<file path="config.mk">
export PLATFORM = sky130hd
export DESIGN_NAME = mem_port_initiator
export DESIGN_NICKNAME = d
export VERILOG_FILES = /design/src/rtl/mem_port_initiator_pkg.sv /design/src/rtl/sync_fifo.sv /design/src/rtl/mem_port_initiator.sv
export SDC_FILE = /design/constraint.sdc
export NUM_CORES = 1
export LEC_CHECK = 0
export ABC_AREA = 1
export CORE_MARGIN = 5
export CORE_UTILIZATION = 45
export DETAILED_ROUTE_END_ITERATION = 10
export MAX_ROUTING_LAYER = met4
export PLACE_DENSITY_LB_ADDON = 0.12
export SETUP_SLACK_MARGIN = 0.2
export SLEW_MARGIN = 20
export SYNTH_ARGS = -nofsm -noshare
export SYNTH_HDL_FRONTEND = slang
export SYNTH_SLANG_ARGS = --single-unit
</file>
<file path="constraint.sdc">
create_clock -name clk -period 4.8 [get_ports clk]
set_input_delay 0.48 -clock clk [delete_from_list [all_inputs] [get_ports clk]]
set_output_delay 0.48 -clock clk [all_outputs]
set_load 0.01 [all_outputs]
</file>
<file path="src/rtl/mem_port_initiator_pkg.sv">
// Shared defaults for the memory port initiator and its response FIFO.
package mem_port_initiator_pkg;

  localparam int unsigned DEF_ADDR_W          = 12;
  localparam int unsigned DEF_DATA_W          = 16;
  localparam int unsigned DEF_MAX_OUTSTANDING = 4;

  // Width of a counter that must hold 0..n inclusive (n a power of two).
  function automatic int unsigned cnt_width(input int unsigned n);
    return $clog2(n) + 1;
  endfunction

endpackage

</file>
<file path="src/rtl/sync_fifo.sv">
// In-order synchronous FIFO; registered head, no bypass, push-on-full allowed with a same-edge pop.
module sync_fifo #(
  parameter int unsigned WIDTH = 16,
  parameter int unsigned DEPTH = 4
) (
  input  logic             clk,
  input  logic             reset,
  input  logic             i_push,
  input  logic [WIDTH-1:0] i_data,
  input  logic             i_pop,
  output logic [WIDTH-1:0] o_data,
  output logic             o_empty
);

  localparam int unsigned PTR_W = (DEPTH > 1) ? $clog2(DEPTH) : 1;

  logic [WIDTH-1:0] r_mem [DEPTH];
  logic [PTR_W-1:0] r_wr_ptr;
  logic [PTR_W-1:0] r_rd_ptr;
  logic [PTR_W:0]   r_count;
  logic             w_full;
  logic             w_push_en;
  logic             w_pop_en;

  assign o_empty   = (r_count == '0);
  assign w_full    = (r_count == (PTR_W + 1)'(DEPTH));
  assign w_pop_en  = i_pop & ~o_empty;
  assign w_push_en = i_push & (~w_full | w_pop_en);
  assign o_data    = r_mem[r_rd_ptr];

  always_ff @(posedge clk) begin
    if (w_push_en) begin
      r_mem[r_wr_ptr] <= i_data;
    end
  end

  // Pointers wrap naturally because DEPTH is a power of two.
  always_ff @(posedge clk) begin
    if (reset) begin
      r_wr_ptr <= '0;
      r_rd_ptr <= '0;
      r_count  <= '0;
    end else begin
      if (w_push_en) r_wr_ptr <= r_wr_ptr + PTR_W'(1);
      if (w_pop_en)  r_rd_ptr <= r_rd_ptr + PTR_W'(1);
      case ({w_push_en, w_pop_en})
        2'b10:   r_count <= r_count + (PTR_W + 1)'(1);
        2'b01:   r_count <= r_count - (PTR_W + 1)'(1);
        default: r_count <= r_count;
      endcase
    end
  end

endmodule

</file>
<file path="src/rtl/mem_port_initiator.sv">
// Credit-limited initiator for one port of a shared memory: registered request stage,
// in-flight tracking, and an in-order response FIFO.
module mem_port_initiator
  import mem_port_initiator_pkg::*;
#(
  parameter int unsigned ADDR_W          = DEF_ADDR_W,
  parameter int unsigned DATA_W          = DEF_DATA_W,
  parameter int unsigned MAX_OUTSTANDING = DEF_MAX_OUTSTANDING
) (
  input  logic                             clk,
  input  logic                             reset,
  input  logic                             cmd_valid,
  output logic                             cmd_ready,
  input  logic [ADDR_W-1:0]                cmd_addr,
  input  logic [DATA_W-1:0]                cmd_wdata,
  input  logic                             cmd_wen,
  output logic                             resp_valid,
  input  logic                             resp_ready,
  output logic [DATA_W-1:0]                resp_rdata,
  output logic [ADDR_W-1:0]                port_addr,
  output logic [DATA_W-1:0]                port_data_in,
  output logic                             port_wen,
  output logic                             port_valid_in,
  input  logic [DATA_W-1:0]                port_data_out,
  input  logic                             port_valid_out,
  input  logic                             freeze_inputs,
  output logic [$clog2(MAX_OUTSTANDING):0] outstanding,
  output logic                             err_unexpected_resp
);

  localparam int unsigned CNT_W = cnt_width(MAX_OUTSTANDING);

  logic              r_port_valid;
  logic              r_port_wen;
  logic [ADDR_W-1:0] r_port_addr;
  logic [DATA_W-1:0] r_port_data;
  logic [CNT_W-1:0]  r_outstanding;
  logic [CNT_W-1:0]  r_inflight;
  logic              r_err;

  logic              w_cmd_hs;
  logic              w_rd_hs;
  logic              w_mem_acc;
  logic              w_rd_acc;
  logic              w_resp_ok;
  logic              w_resp_pop;
  logic              w_fifo_empty;
  logic [CNT_W-1:0]  w_outstanding_d;
  logic [CNT_W-1:0]  w_inflight_d;

  assign cmd_ready  = (~r_port_valid | ~freeze_inputs) &
                      (r_outstanding < CNT_W'(MAX_OUTSTANDING));
  assign w_cmd_hs   = cmd_valid & cmd_ready;
  assign w_rd_hs    = w_cmd_hs & ~cmd_wen;
  assign w_mem_acc  = r_port_valid & ~freeze_inputs;
  assign w_rd_acc   = w_mem_acc & ~r_port_wen;
  // A response only counts against reads already in flight, not one accepted on this edge.
  assign w_resp_ok  = port_valid_out & (r_inflight != '0);
  assign w_resp_pop = resp_valid & resp_ready;

  assign port_valid_in       = r_port_valid;
  assign port_wen            = r_port_wen;
  assign port_addr           = r_port_addr;
  assign port_data_in        = r_port_data;
  assign outstanding         = r_outstanding;
  assign err_unexpected_resp = r_err;
  assign resp_valid          = ~w_fifo_empty;

  always_ff @(posedge clk) begin
    if (reset) begin
      r_port_valid <= 1'b0;
      r_port_wen   <= 1'b0;
      r_port_addr  <= '0;
      r_port_data  <= '0;
    end else if (w_cmd_hs) begin
      r_port_valid <= 1'b1;
      r_port_wen   <= cmd_wen;
      r_port_addr  <= cmd_addr;
      r_port_data  <= cmd_wdata;
    end else if (w_mem_acc) begin
      r_port_valid <= 1'b0;
    end
  end

  always_comb begin
    w_outstanding_d = r_outstanding;
    if (w_rd_hs && !w_resp_pop) begin
      w_outstanding_d = r_outstanding + CNT_W'(1);
    end else if (!w_rd_hs && w_resp_pop) begin
      w_outstanding_d = r_outstanding - CNT_W'(1);
    end
  end

  always_comb begin
    w_inflight_d = r_inflight;
    if (w_rd_acc && !w_resp_ok) begin
      w_inflight_d = r_inflight + CNT_W'(1);
    end else if (!w_rd_acc && w_resp_ok) begin
      w_inflight_d = r_inflight - CNT_W'(1);
    end
  end

  always_ff @(posedge clk) begin
    if (reset) begin
      r_outstanding <= '0;
      r_inflight    <= '0;
      r_err         <= 1'b0;
    end else begin
      r_outstanding <= w_outstanding_d;
      r_inflight    <= w_inflight_d;
      if (port_valid_out && !w_resp_ok) r_err <= 1'b1;
    end
  end

  sync_fifo #(
    .WIDTH (DATA_W),
    .DEPTH (MAX_OUTSTANDING)
  ) u_resp_fifo (
    .clk     (clk),
    .reset   (reset),
    .i_push  (w_resp_ok),
    .i_data  (port_data_out),
    .i_pop   (w_resp_pop),
    .o_data  (resp_rdata),
    .o_empty (w_fifo_empty)
  );

endmodule

</file>
==> results.toml, run 1 <==
[sta]
max_freq_ghz = 0.327
tns_ns = 0
setup_violations = 0
skew_ns = 0.0170
tightest_slew_ns = 0.919
min_period_ns = 3.06
fin_ws_ns = 1.74
rsz0062_at_grt = "false"
slew_violations = 0
hold_viol_final = 0
finalCritPeriodShare_pct = 63.7
slew_headroom_pct = 38.7

[floorplanning]
std_cell_rows = 35
die_y_um = 108
initial_core_util_pct = 46.4
die_area_um2 = 11600
ios = 103
fp.coreArea_um2 = 9280
dieWidth_um = 108

[place]
preCtsSetupSlack_ns = 1.69
io_buffers = 102
place_congestion = 0.767
dp_hpwl_um = 6220
placed_area_um2 = 5430

[power_and_ir_drop]
p_per_area_nw_per_um2 = 500
intPower_uw = 1840
p_clk_share_pct = 19.3
post-layout-total-power_uw = 2810
pwr-share-comb_pct = 35.9
p_sw_uw = 974
sw_frac_of_total_pct = 34.6
vdd_drop_max_mv = 0.282
seqPwrFrac_pct = 44.8
leakagePower_uw = 0.00207

[worst_hold_path]
hp-class = "flip-flop to flip-flop"

[yosys]
synth.avg_cell_area_um2 = 10.4
synth_edf_count = 64
synth_nets = 475
ys_warn_count = 0
ys_ff_latch = 110
async_reset_ff_share_pct = 0
yosysMostFrequentCell = "nand2_1"
synth_flop_cell = "edfxtp_1"
synthTopCellsByArea = "edfxtp_1, dfxtp_1, nand2_1"
synth_largest_area_cell = "edfxtp_1"
synth_area_um2 = 4310
netlist.area_leader.share_pct = 44.6
seq_area_frac_synth_pct = 66.0
ys_top_cells_by_count = "nand2_1, edfxtp_1, nor2_1"
synthCells = 414
yosysUniqueCellTypes = 24

[cts]
clk_pin_slew_ns = 0.11
clockRootBuffer = "clkbuf_8"
cts_hold_buf = 0
post-cts-setup-buffers = 0
post_cts_resized = 0
insertion_delay_ns = 0.37
htree_levels = 3
cts_tree = "yes"
numCtsBuffers = 9
cts.sinks = 110
clk_path_buf_depth = 2

[grt]
grt_overflow_total = 0
grt_max_degree = 34
track_usage_pct = 17.0
grt_pass1_vias = 3150
antenna_found_initial = 0
grt_pass1_wl_um = 15000

[finish]
drive_above_1_share_pct = 6.36
multiInputGateArea_um2 = 1230
finish.instance_area_um2 = 5630
seqCellArea_um2 = 2840
syn_to_final_growth_pct = 30.5
n_antenna_cell = 0
nNetsFinal = 575
nFillCells = 810
fin_util_pct = 60.6

[run_status]
outcome = "complete, no violations"

[routing]
drtAntennaViolNets = 0
viasPerCell = 4.90
dr.pass1.iters = 4
via_count = 3172
wl_per_cell_um = 14.5
drtIter0Drc = 137
drcViolationCount = 0
wl_um = 9370

[critical_path]
cp.required_ns = 4.32
cp_max_fo = 33
critical_path.startpoint_type = "flip-flop"
endpoint_kind = "primary output"
cp.arrival_ns = 2.58
worst-setup-path-type = "flip-flop to primary output"

[flow_run]
cap_violations = 0
[metrics by stage]
step           instances  hold slack (ns)
6_report             648            0.459
5_1_grt              648            0.490
2_1_floorplan        414            0.469
4_1_cts              648            0.464
3_5_place_dp         632            0.443
3_3_place_gp         632            0.449
[routing by layer]
metal	global-route usage (%)	vias up	part of all wire, %	wire length, um
li1	-	1588	-	-
met3	4.86	9	6.1	568
met5	-	-	0	0
met4	5.23	0	0.98	92
met1	21.2	1503	44	4160
met2	26.9	72	48	4540
[sequential cells by signal, indices dropped and copies added, names as in the netlist, named ones only]
name	cells
u_resp_fifo.r_count	3
u_resp_fifo.r_wr_ptr	2
r_inflight	3
u_resp_fifo.r_mem	64
port_valid_in	1
port_data_in	16
port_addr	12
outstanding	3
u_resp_fifo.r_rd_ptr	2
err_unexpected_resp	1
port_wen	1
[area by class of cell]
| cell class | instances | area share (%) |
|---|---|---|
| Inverter | 34 | 2.27 |
| Clock buffer | 9 | 2.20 |
| Timing Repair Buffer | 108 | 18.9 |
| Tap cell | 129 | 2.87 |
| Multi-Input combinational cell | 251 | 21.9 |
| Clock inverter | 7 | 1.29 |
| Sequential cell | 110 | 50.5 |
[power by group through the flow]
stage	combinational, uW	sequential [uW]	clock (uW)
floorplan	557	1290	0
global placement	1010	1280	0
detailed placement	1030	1280	0
CTS	1030	1260	561
global route	1130	1280	603
finish	1010	1260	544
[path summary, 6_finish.rpt]
path                            start                  end  slack, ns  cells past startpoint
hold reg to reg   err_unexpected_resp  err_unexpected_resp       0.46                      2
hold / removal    err_unexpected_resp  err_unexpected_resp       0.46                      2
setup / recovery            flip-flop        resp_rdata[2]       1.74                      5
setup reg to reg       outstanding[2]       outstanding[2]       2.29                     11
[layout by cell type, fill, tap and decap left out, drive strengths merged]
master	count
a21oi	33
or2	3
clkinvlp	1
o22ai	16
clkinv	3
dfxtp	46
clkbuf	9
o21ai	38
inv	37
buf	6
xor2	3
ha	7
fa	3
nand3	5
edfxtp	64
nor2	59
nand2	79
clkdlybuf4s50	102
nand4	5
[cell families after synthesis]
logic type,after synthesis,synth area share [%]
adders and majority gates,10,3.43
xor gates and xnor gates,3,0.610
and+or+nand+nor,151,14.0
buffers and inverters,53,5.46
AOI/OAI and AO/OA,87,10.6
DFF,110,66.0
[critical path, stage by stage (launching register included)]
cell and delay (ns):
dfxtp_1 0.31, buf_4 0.22, inv_1 0.71, o21ai_0 0.16, o22ai_1 0.21, clkdlybuf4s50_1 0.59
No activity file was read; power rests on OpenSTA's default activity.
==> run 2: changes to the inputs <==
Clock period 4.8 ns to 3.2 ns, I/O delays scaled along.
==> run 2 against run 1 <==
Compared with the run above:
- first-iteration DRC count shrank 28%
- die area is the same
- critical path depth shrank 1
- worst setup slack lost 0.99 ns
- clock-buffer cell count grew 1
- cell area grew 0.40%
- combinational power grew 50%
- via count shrank 0.63%
- largest power group unchanged
- highest routed layer unchanged
==> results.toml, run 2 (synthesized netlist as in run 1, its figures left out) <==
[place]
io_buffers = 102
place_congestion = 0.749
preCtsSetupSlack_ns = 0.850
dp_hpwl_um = 6230

[cts]
cts_hold_buf = 0
post-cts-setup-buffers = 0
numCtsBuffers = 9
cts_tree = "yes"
insertion_delay_ns = 0.37
clk_pin_slew_ns = 0.10
cts.sinks = 110
htree_levels = 3
clk_path_buf_depth = 2
clockRootBuffer = "clkbuf_8"
post_cts_resized = 0

[routing]
drtAntennaViolNets = 0
drcViolationCount = 0
viasPerCell = 4.85
wl_um = 9280
dr.pass1.iters = 4
drtIter0Drc = 99
via_count = 3152
wl_per_cell_um = 14.3

[critical_path]
endpoint_kind = "primary output"
cp.arrival_ns = 2.12
critical_path.startpoint_type = "flip-flop"
worst-setup-path-type = "flip-flop to primary output"
worstPathCellList = "inv_2, o21ai_0, o22ai_1, clkdlybuf4s50_1"
cp_max_fo = 17
cp.required_ns = 2.88
critPathSlowestCell = "dfxtp_1"
cpPeakStageDelay_ns = 0.73

[floorplanning]
die_area_um2 = 11600
initial_core_util_pct = 46.4
die_y_um = 108
dieWidth_um = 108
ios = 103
fp.coreArea_um2 = 9280
std_cell_rows = 35

[grt]
track_usage_pct = 16.7
grt_pass1_vias = 3177
antenna_found_initial = 0
grt_pass1_wl_um = 15000
grt_max_degree = 33
grt_overflow_total = 0

[finish]
syn_to_final_growth_pct = 31.1
layout_commonest_cell = "clkdlybuf4s50_1"
drive_above_1_share_pct = 6.53
n_antenna_cell = 0
largest_reg_flops = 64
mostFrequentLayoutCells = "clkdlybuf4s50_1, nand2_1, edfxtp_1, nor2_1, dfxtp_1"
regMostFlops = "u_resp_fifo.r_mem"
nNetsFinal = 577

[sta]
tightest_slew_ns = 0.615
max_freq_ghz = 0.409
hold_viol_final = 0
rsz0062_at_grt = "false"
skew_ns = 0.0159
tns_ns = 0
fin_ws_ns = 0.756
min_period_ns = 2.44
slew_violations = 0
finalCritPeriodShare_pct = 76.4
setup_violations = 0
slew_headroom_pct = 58.9

[power_and_ir_drop]
p_per_area_nw_per_um2 = 758
vdd_drop_max_mv = 0.315
post-layout-total-power_uw = 4280
leakagePower_uw = 0.00209

[run_status]
outcome = "complete, no violations"

[flow_run]
cap_violations = 0

[worst_hold_path]
hp-class = "flip-flop to flip-flop"
==> run 2: changes by cell type in the layout (fill, tap and decap cells not counted), sizes merged <==
cell      before  now
inv           37   38
clkinvlp       1    0
buf            6    8
bufinv         0    1
clkinv         3    1
clkbuf         9   10
==> run 2: power by group <==
group / leakage (uW) / switching [uW] / internal [uW]
clock network: 0.000104 / 490 / 379
logic: 0.00103 / 817 / 703
registers: 0.000959 / 134 / 1760
total: 0.00209 / 1440 / 2840
==> run 2: worst paths after layout <==
| path | depth (start not counted) | to | slack, ns | startpoint |
|---|---|---|---|---|
| min | 2 | err_unexpected_resp | 0.46 | err_unexpected_resp |
| min reg2reg | 2 | err_unexpected_resp | 0.46 | err_unexpected_resp |
| max reg2reg | 13 | u_resp_fifo.r_count[2] | 1.17 | r_inflight[0] |
| max | 4 | resp_rdata[5] | 0.76 | flip-flop |
==> run 2: metal layers <==
metal	share of wire (%)	wire length, um	GRT usage (%)
met1	45	4210	20.2
met2	47	4400	27.0
met4	1.0	97	5.32
met3	6.3	582	5.04
met5	0	0	-
==> run 2: worst max-delay path: cells and delay by family, from the launching register on <==
family / cells / cell delay, ns
AO/OA/AOI/OAI: 2 / 0.27
buffers and inverters: 2 / 0.77
flip-flops: 1 / 0.73
==> run 2: area by class of cell <==
class                   count  area [um2]
inverters                  34         128
clock buffers              10         128
fillers                   822        3630
clock inverters             6        76.3
multi-input cells         251        1230
well taps                 129         161
repair buffers            110        1080
flip-flops and latches    110        2840
==> run 2: metrics by stage <==
stage                     area, um2  util [%]  std cells  hold slack (ns)
after floorplan                4310         -        414            0.419
after global placement         5450      58.7        634            0.438
after detailed placement       5450      58.7        634            0.448
after CTS                      5650      60.8        650            0.464
after global routing           5650      60.8        650            0.476
final                          5650      60.8        650            0.456
==> run 3: changes to the inputs <==
Clock period 3.2 ns to 2.4 ns, I/O delays scaled along.
==> run 3 against run 2 <==
Compared with the run above:
- core utilization up 0.32 points
- combinational power up 35%
- worst setup slack worse by 0.45 ns
- clock-buffer cell count unchanged
- die area unchanged
- largest cell class unchanged
==> results.toml, run 3 (synthesized netlist as in run 1, its figures left out) <==
[sta]
finalCritPeriodShare_pct = 87.5
tightest_slew_ns = 0.480
rsz0062_at_grt = "true"
setup_violations = 0
slew_violations = 0
skew_ns = 0.0169
max_freq_ghz = 0.476
tns_ns = 0
min_period_ns = 2.10
slew_headroom_pct = 67.9
hold_viol_final = 0

[critical_path]
worst-setup-path-type = "flip-flop to primary output"
endpoint_kind = "primary output"
cp_max_fo = 22
cp.required_ns = 2.16
cp.arrival_ns = 1.86
critical_path.startpoint_type = "flip-flop"
rrSetupSlack_ns = 0.41

[floorplanning]
initial_core_util_pct = 46.4
dieWidth_um = 108
die_area_um2 = 11600
fp.coreArea_um2 = 9280
ios = 103
std_cell_rows = 35
die_y_um = 108

[power_and_ir_drop]
p_sw_uw = 1940
sw_frac_of_total_pct = 34.2
intPower_uw = 3740
seqPwrFrac_pct = 44.6
vdd_drop_max_mv = 0.457
p_clk_share_pct = 19.3
p_per_area_nw_per_um2 = 1000
leakagePower_uw = 0.00211
pwr-share-comb_pct = 36.2

[cts]
cts_tree = "yes"
clk_pin_slew_ns = 0.11
numCtsBuffers = 9
cts.sinks = 110
insertion_delay_ns = 0.37
clk_path_buf_depth = 2
post-cts-setup-buffers = 0
htree_levels = 3
clockRootBuffer = "clkbuf_8"

[finish]
nNetsFinal = 580
fin_util_pct = 61.2
n_antenna_cell = 0
largest_reg_flops = 64
syn_to_final_growth_pct = 31.8
regMostFlops = "u_resp_fifo.r_mem"
drive_above_1_share_pct = 7.82
multiInputGateArea_um2 = 1240
finish.instance_area_um2 = 5680
nFillCells = 805
seqCellArea_um2 = 2850
layout_commonest_cell = "clkdlybuf4s50_1"
mostFrequentLayoutCells = "clkdlybuf4s50_1, nand2_1, edfxtp_1, nor2_1, dfxtp_1"

[routing]
viasPerCell = 4.77
drcViolationCount = 0
wl_per_cell_um = 14.3
wl_um = 9310
drtIter0Drc = 114
drtAntennaViolNets = 0
via_count = 3118
dr.pass1.iters = 4

[place]
dp_hpwl_um = 6290
placed_area_um2 = 5470
place_congestion = 0.780
io_buffers = 102

[grt]
track_usage_pct = 16.4
grt_max_degree = 31
grt_overflow_total = 0
grt_pass1_vias = 3065
antenna_found_initial = 0
grt_pass1_wl_um = 14500

[worst_hold_path]
hp-class = "input port to flip-flop"

[run_status]
outcome = "complete, no violations"

[flow_run]
cap_violations = 0
==> run 3: repair_timing <==
action	4_1_cts	5_1_grt
setup endpoints to repair	16	9
gates resized for setup	2	5
hold buffers	0	0
==> run 3: stage by stage <==
stage          setup slack (ns)  hold slack [ns]  std cells  total power, uW
2_1_floorplan             0.474            0.339        414             3700
3_3_place_gp              0.177            0.437        637             4590
3_5_place_dp              0.129            0.444        637             4640
4_1_cts                   0.196            0.399        653             5730
5_1_grt                   0.175            0.419        653             6060
6_report                  0.301            0.415        653             5680
==> run 3: final timing paths <==
| path | start | endpoint | depth (start not counted) |
|---|---|---|---|
| max reg2reg | r_inflight[0] | u_resp_fifo.r_count[2] | 13 |
| max | flip-flop | resp_rdata[0] | 4 |
| min | cmd_addr[10] | port_addr[10] | 3 |
| min reg2reg | err_unexpected_resp | err_unexpected_resp | 2 |
==> run 3: cell type report <==
type,count,share of cell area [%]
Inverter,34,2.29
Clock inverter,6,0.991
Tap cell,129,2.84
Timing Repair Buffer,113,19.5
Sequential cell,110,50.1
Multi-Input combinational cell,251,21.8
Clock buffer,10,2.42
==> run 3: power groups by stage <==
stage               registers [uW]  logic, uW  clock network [uW]
finish                        2530       2050                1090
global route                  2570       2290                1200
CTS                           2530       2080                1120
detailed placement            2570       2070                   0
global placement              2550       2030                   0
floorplan                     2580       1110                   0
==> run 3: layer usage <==
layer	up-vias	part of all wire, %	GRT usage (%)
li1	1594	-	-
met1	1437	45	19.7
met2	78	48	26.9
met3	9	6.6	4.86
met4	0	0.88	4.87
met5	-	0	-
==> run 3: critical path, stage by stage (launching register included) <==
cell and delay, ns:
dfxtp_1 0.39, buf_6 0.21, o21ai_0 0.11, o22ai_1 0.21, clkdlybuf4s50_1 0.58
==> patch 1 (settings of run 2) <==
Change the package constant `DEF_ADDR_W` from 12 to 13.
--- a/src/rtl/mem_port_initiator_pkg.sv
+++ b/src/rtl/mem_port_initiator_pkg.sv
@@ -1,7 +1,7 @@
 // Shared defaults for the memory port initiator and its response FIFO.
 package mem_port_initiator_pkg;
 
-  localparam int unsigned DEF_ADDR_W          = 12;
+  localparam int unsigned DEF_ADDR_W          = 13;
   localparam int unsigned DEF_DATA_W          = 16;
   localparam int unsigned DEF_MAX_OUTSTANDING = 4;
 
Ports: changed (resized cmd_addr and port_addr); port bits go from 103 to 105. No check against the original RTL was run, so the function may have changed too.
==> patch 1 against run 2 <==
Core utilization is 1.5 points lower. Sequential cell count is 1 higher. Design area is 1.3% higher. Routed wire length is 1.6% higher. Fmax is 7.8% lower. Synthesized area is 1.5% higher. Setup slack worse by 0.21 ns. Total power is 0.13% higher. Largest cell class unchanged.
==> patch 1: results (changes against run 2) <==
global-route wire length before repair 15.19 mm (+1.4%); static leakage 2.105 nW (+0.75%); number of vias after detailed routing 3141 (-0.35%); critical path fanouts, max 32 (+15); worst skew pair latency 0.37 ns (about the same); global router's overall resource usage 16.92% (+0.19 points); top cell types by occurrence after synthesis sky130_fd_sc_hd__nand2_1 (76), sky130_fd_sc_hd__edfxtp_1 (64), sky130_fd_sc_hd__nor2_1 (57), sky130_fd_sc_hd__dfxtp_1 (47), sky130_fd_sc_hd__a21oi_1 (34); via count of the first global-routing pass 3166 (-0.35%); syn nets 480 (+1.1%); smallest hold slack 0.4568 ns (+0.0004760 ns); Worst Skew 0.01916 ns (+0.003259 ns); number of buffers created by CTS 9 (unchanged); # Post-CTS Setup Buffers 0 (unchanged); net count of the finished layout 584 (+1.2%); fraction of layout instances using a drive strength above 1 7.780% (+1.3 points); post-placement cell area 5523 um^2 (+1.4%); startpoint of the most critical register-to-register path r_inflight[0]; Crit Reg-Reg Endpoint u_resp_fifo.r_count[2]; portion of the post-synthesis area used by sequential elements 65.41% (-0.54 points); clock tree root buffer cell sky130_fd_sc_hd__clkbuf_8; Warnings, synthesis 0 (unchanged); Worst-path clk slew 0.11 ns; outcome finished clean; Resize count post-CTS 0 (unchanged); gp weighted congestion 0.7781 (+3.9%); number of inserted filler cells in the final layout 866 (+5.4%); async set-reset flop share out of synthesis 0% (unchanged); number of flip-flops under the largest register name 64 (unchanged); Tightest Pin Transition 0.6058 ns (-0.009118 ns); top register by number of flip-flops u_resp_fifo.r_mem; Max clock buf depth 2 (unchanged); largest net degree at the start of global routing 33 (unchanged); number of enable flip-flop cells after synthesis 64 (unchanged); final routed wire length divided by cell count 14.29 um (about the same); cell with the largest stage delay on the worst path sky130_fd_sc_hd__dfxtp_1; port bufs 104 (+2.0%); ranking of synthesized cells by area sky130_fd_sc_hd__edfxtp_1 (44%), sky130_fd_sc_hd__dfxtp_1 (21%), sky130_fd_sc_hd__nand2_1 (6.5%), sky130_fd_sc_hd__nor2_1 (4.9%), sky130_fd_sc_hd__a21oi_1 (3.9%); Detailed Routing Iterations Pass 1 6 (+2); Hold Path Stages 2 (unchanged); predominant post-synthesis flop cell sky130_fd_sc_hd__edfxtp_1; count of H-tree levels built during CTS 3 (unchanged); count of unique library cells instantiated by Yosys 23 (-4.2%); VDD IR max 450.0 uV (+43%); Arrival @ worst endpoint 2.33 ns (+0.21 ns); number of cells on the worst reg-to-reg path 13 (unchanged); Worst path max stage delay 0.68 ns (-0.05 ns); total half-perimeter wirelength after legalization and detailed placement 6.432 mm (+3.2%); first-iteration detailed-routing DRC count 107 (+8.1%); worst hold path class flip-flop to flip-flop
## patch 1: layer usage
layer | vias up | GRT usage [%] | share of wire, %
met5 | - | - | 0
met4 | 0 | 5.320 | 1.3
met3 | 14 | 4.618 | 7.2
met2 | 83 | 27.89 | 49
met1 | 1437 | 20.33 | 43
li1 | 1607 | - | -
## patch 1: worst max-delay path by stage
stage / start / end / slack [ns] / cells after the start
after global routing: flip-flop / resp_rdata[2] / 0.33 / 4
after global placement: resp_ready / u_resp_fifo.r_count[2] / 0.88 / 14
final: flip-flop / resp_rdata[2] / 0.55 / 4
after floorplan: outstanding[2] / outstanding[2] / 1.25 / 12
after detailed placement: resp_ready / u_resp_fifo.r_count[2] / 0.82 / 14
after CTS: flip-flop / resp_rdata[2] / 0.49 / 4
## patch 1: cell type report
cell class	count	share of cell area, %
Sequential cell	111	50.03
Multi-Input combinational cell	254	22.11
Timing Repair Buffer	112	19.24
Tap cell	133	2.908
Clock buffer	10	2.405
Inverter	34	2.230
Clock inverter	6	1.072
## patch 1: critical path, delay by kind of cell (launching register included)
kind                   cells  cell delay, ns
AO/OA/AOI/OAI              2            0.42
buffers and inverters      2            0.86
flip-flops                 1            0.68
## patch 1: through the flow
| step | utilization (%) | cells | setup slack (ns) |
|---|---|---|---|
| finish | 59.36 | 660 | 0.5484 |
| global route | 59.36 | 660 | 0.3324 |
| CTS | 59.36 | 660 | 0.4916 |
| detailed placement | 57.29 | 644 | 0.8159 |
| global placement | 57.29 | 644 | 0.8820 |
| floorplan | - | 418 | 1.255 |
## patch 1: kinds of logic after synthesis
kind of cell             count (synthesis)  share of synthesized area (%)
AO/OA/AOI/OAI                           88                          10.52
XOR/XNOR                                 3                         0.6005
adder cells (fa/ha/maj)                 10                          3.373
buffers and inverters                   53                          5.689
flip-flops                             111                          65.41
AND/OR/NAND/NOR                        153                          14.41
## patch 1: power breakdown
group	total (mW)	internal (mW)	leakage, nW	switching, mW
registers	1.93	1.77	0.967	0.151
logic	1.54	0.718	1.04	0.823
clock network	0.822	0.324	0.0982	0.498
total	4.29	2.82	2.11	1.47
==> patch 2 (settings of run 2) <==
Without the edit above. Take the reset off `r_outstanding` and load it in a clocked block of its own.
--- a/src/rtl/mem_port_initiator.sv
+++ b/src/rtl/mem_port_initiator.sv
@@ -102,14 +102,16 @@
 
   always_ff @(posedge clk) begin
     if (reset) begin
-      r_outstanding <= '0;
       r_inflight    <= '0;
       r_err         <= 1'b0;
     end else begin
-      r_outstanding <= w_outstanding_d;
       r_inflight    <= w_inflight_d;
       if (port_valid_out && !w_resp_ok) r_err <= 1'b1;
     end
+  end
+
+  always_ff @(posedge clk) begin
+    r_outstanding <= w_outstanding_d;
   end
 
   sync_fifo #(
Formal check against the unedited RTL: not equivalent (Yosys sat finds a counterexample within 4 cycles, from zero or initial values and one cycle with reset high).
==> patch 2 against run 2 <==
Synthesized area is 0.44% lower. Synthesized cell count fell by 3.1%. Design area shrank 0.91%. Total power down 2.8%. First-iteration DRC count grew 6.1%. Largest power group unchanged. Critical path depth unchanged. Sequential cell count is the same. Largest cell class unchanged. Fmax fell by 5.0%. Setup slack got worse by 0.13 ns. Non-clock buffer count decreased by 2. Clock power is 13% lower. Combinational power shrank 3%. Routed wire length is 0.26% higher.
==> patch 2: results (changes against run 2) <==
gp weighted congestion 0.8164 (+9.0%); XOR/XNOR Fraction of Synth Area 0.8163% (+0.21 points); antenna violations before repair 0 (unchanged); Detailed Routing Iterations Pass 1 6 (+2); number of enable flip-flop cells after synthesis 67 (+4.7%); first-iteration detailed-routing DRC count 105 (+6.1%); Adder-Cell Fraction of Synth Area 3.440% (+0.015 points); end of the worst hold path err_unexpected_resp; top register by number of flip-flops u_resp_fifo.r_mem; category of the critical setup timing path flip-flop to output port; Worst path max stage delay 0.70 ns (-0.03 ns); port bufs 102 (unchanged); pre-CTS setup slack 0.5152 ns (-0.3344 ns); static leakage 2.027 nW (-3.0%); startpoint of the most critical register-to-register path outstanding[2]; number of instances in the placed design 621 (-2.1%); outcome finished clean; count of unique library cells instantiated by Yosys 24 (unchanged); ranking of synthesized cells by area sky130_fd_sc_hd__edfxtp_1 (47%), sky130_fd_sc_hd__dfxtp_1 (20%), sky130_fd_sc_hd__nand2_1 (6.6%), sky130_fd_sc_hd__nor2_1 (4.8%), sky130_fd_sc_hd__o21ai_0 (4.3%); worst hold path class flip-flop to flip-flop; final total negative setup slack 0 ns (unchanged); global-route wire length before repair 14.80 mm (-1.2%); Max clock buf depth 2 (unchanged); Arrival @ worst endpoint 2.25 ns (+0.13 ns); portion of the post-synthesis area used by sequential elements 66.94% (+0.99 points); Tightest Pin Transition 0.8752 ns (+0.2603 ns); GRT overflow 0 (unchanged); ANT cells 0 (unchanged); top cell types by occurrence after synthesis sky130_fd_sc_hd__nand2_1 (75), sky130_fd_sc_hd__edfxtp_1 (67), sky130_fd_sc_hd__nor2_1 (55), sky130_fd_sc_hd__dfxtp_1 (43), sky130_fd_sc_hd__o21ai_0 (37); number of vias after detailed routing 3094 (-1.8%); net count of the finished layout 564 (-2.3%); predominant post-synthesis flop cell sky130_fd_sc_hd__edfxtp_1; Final Worst Setup Slack 0.6263 ns (-0.1295 ns); VDD IR max 349.6 uV (+11%); total detailed-routing wirelength 9.308 mm (+0.26%); average cell area after synthesis 10.70 um^2 (+2.8%); fraction of the mapped netlist area in compound gates 10.50% (-0.070 points); largest net degree at the start of global routing 33 (unchanged); via count of the first global-routing pass 3031 (-4.6%); global router's overall resource usage 16.82% (+0.092 points); fraction of layout instances using a drive strength above 1 5.315% (-1.2 points); timing endpoint of the critical path resp_rdata[14]; total half-perimeter wirelength after legalization and detailed placement 6.273 mm (+0.64%); Resize count post-CTS 0 (unchanged); final routed wire length divided by cell count 14.61 um (+2.3%); CP top delay family buffers and inverters; Warnings, synthesis 0 (unchanged); number of inserted filler cells in the final layout 817 (-0.61%); Worst Skew 0.01120 ns (-0.004696 ns); number of max-slew violations in the final report 0 (unchanged); flop-to-flop setup slack 0.86 ns (-0.31 ns); number of cells on the worst reg-to-reg path 7 (-6); Worst-path clk slew 0.10 ns (about the same); Crit Reg-Reg Endpoint outstanding[2]; number of buffers created by CTS 9 (unchanged); syn nets 462 (-2.7%)
[patch 2: layout make-up]
type	instances	share of cell area, %
Multi-Input combinational cell	241	21.43
Inverter	33	2.213
Clock inverter	6	0.8270
Timing Repair Buffer	108	19.04
Clock buffer	10	2.280
Tap cell	129	2.883
Sequential cell	110	51.32
[patch 2: power by group]
group / leakage (nW) / total [mW] / internal [mW] / switching [mW]
Sequential: 0.960 / 1.93 / 1.78 / 0.145
Clock: 0.0847 / 0.758 / 0.290 / 0.468
Combinational: 0.982 / 1.48 / 0.689 / 0.790
[patch 2: per-stage QoR]
stage	hold slack (ns)	instance area, um^2
2_1_floorplan	0.3891	4292
3_3_place_gp	0.4478	5424
3_5_place_dp	0.4461	5424
4_1_cts	0.4648	5598
5_1_grt	0.4877	5598
6_report	0.4643	5598
[patch 2: metal layers]
metal	wire length (um)	share of wire (%)	global-route usage, %
met1	4164	45	21.34
met2	4478	48	26.38
met3	559	6.0	4.919
met4	106	1.1	4.869
met5	0	0	-
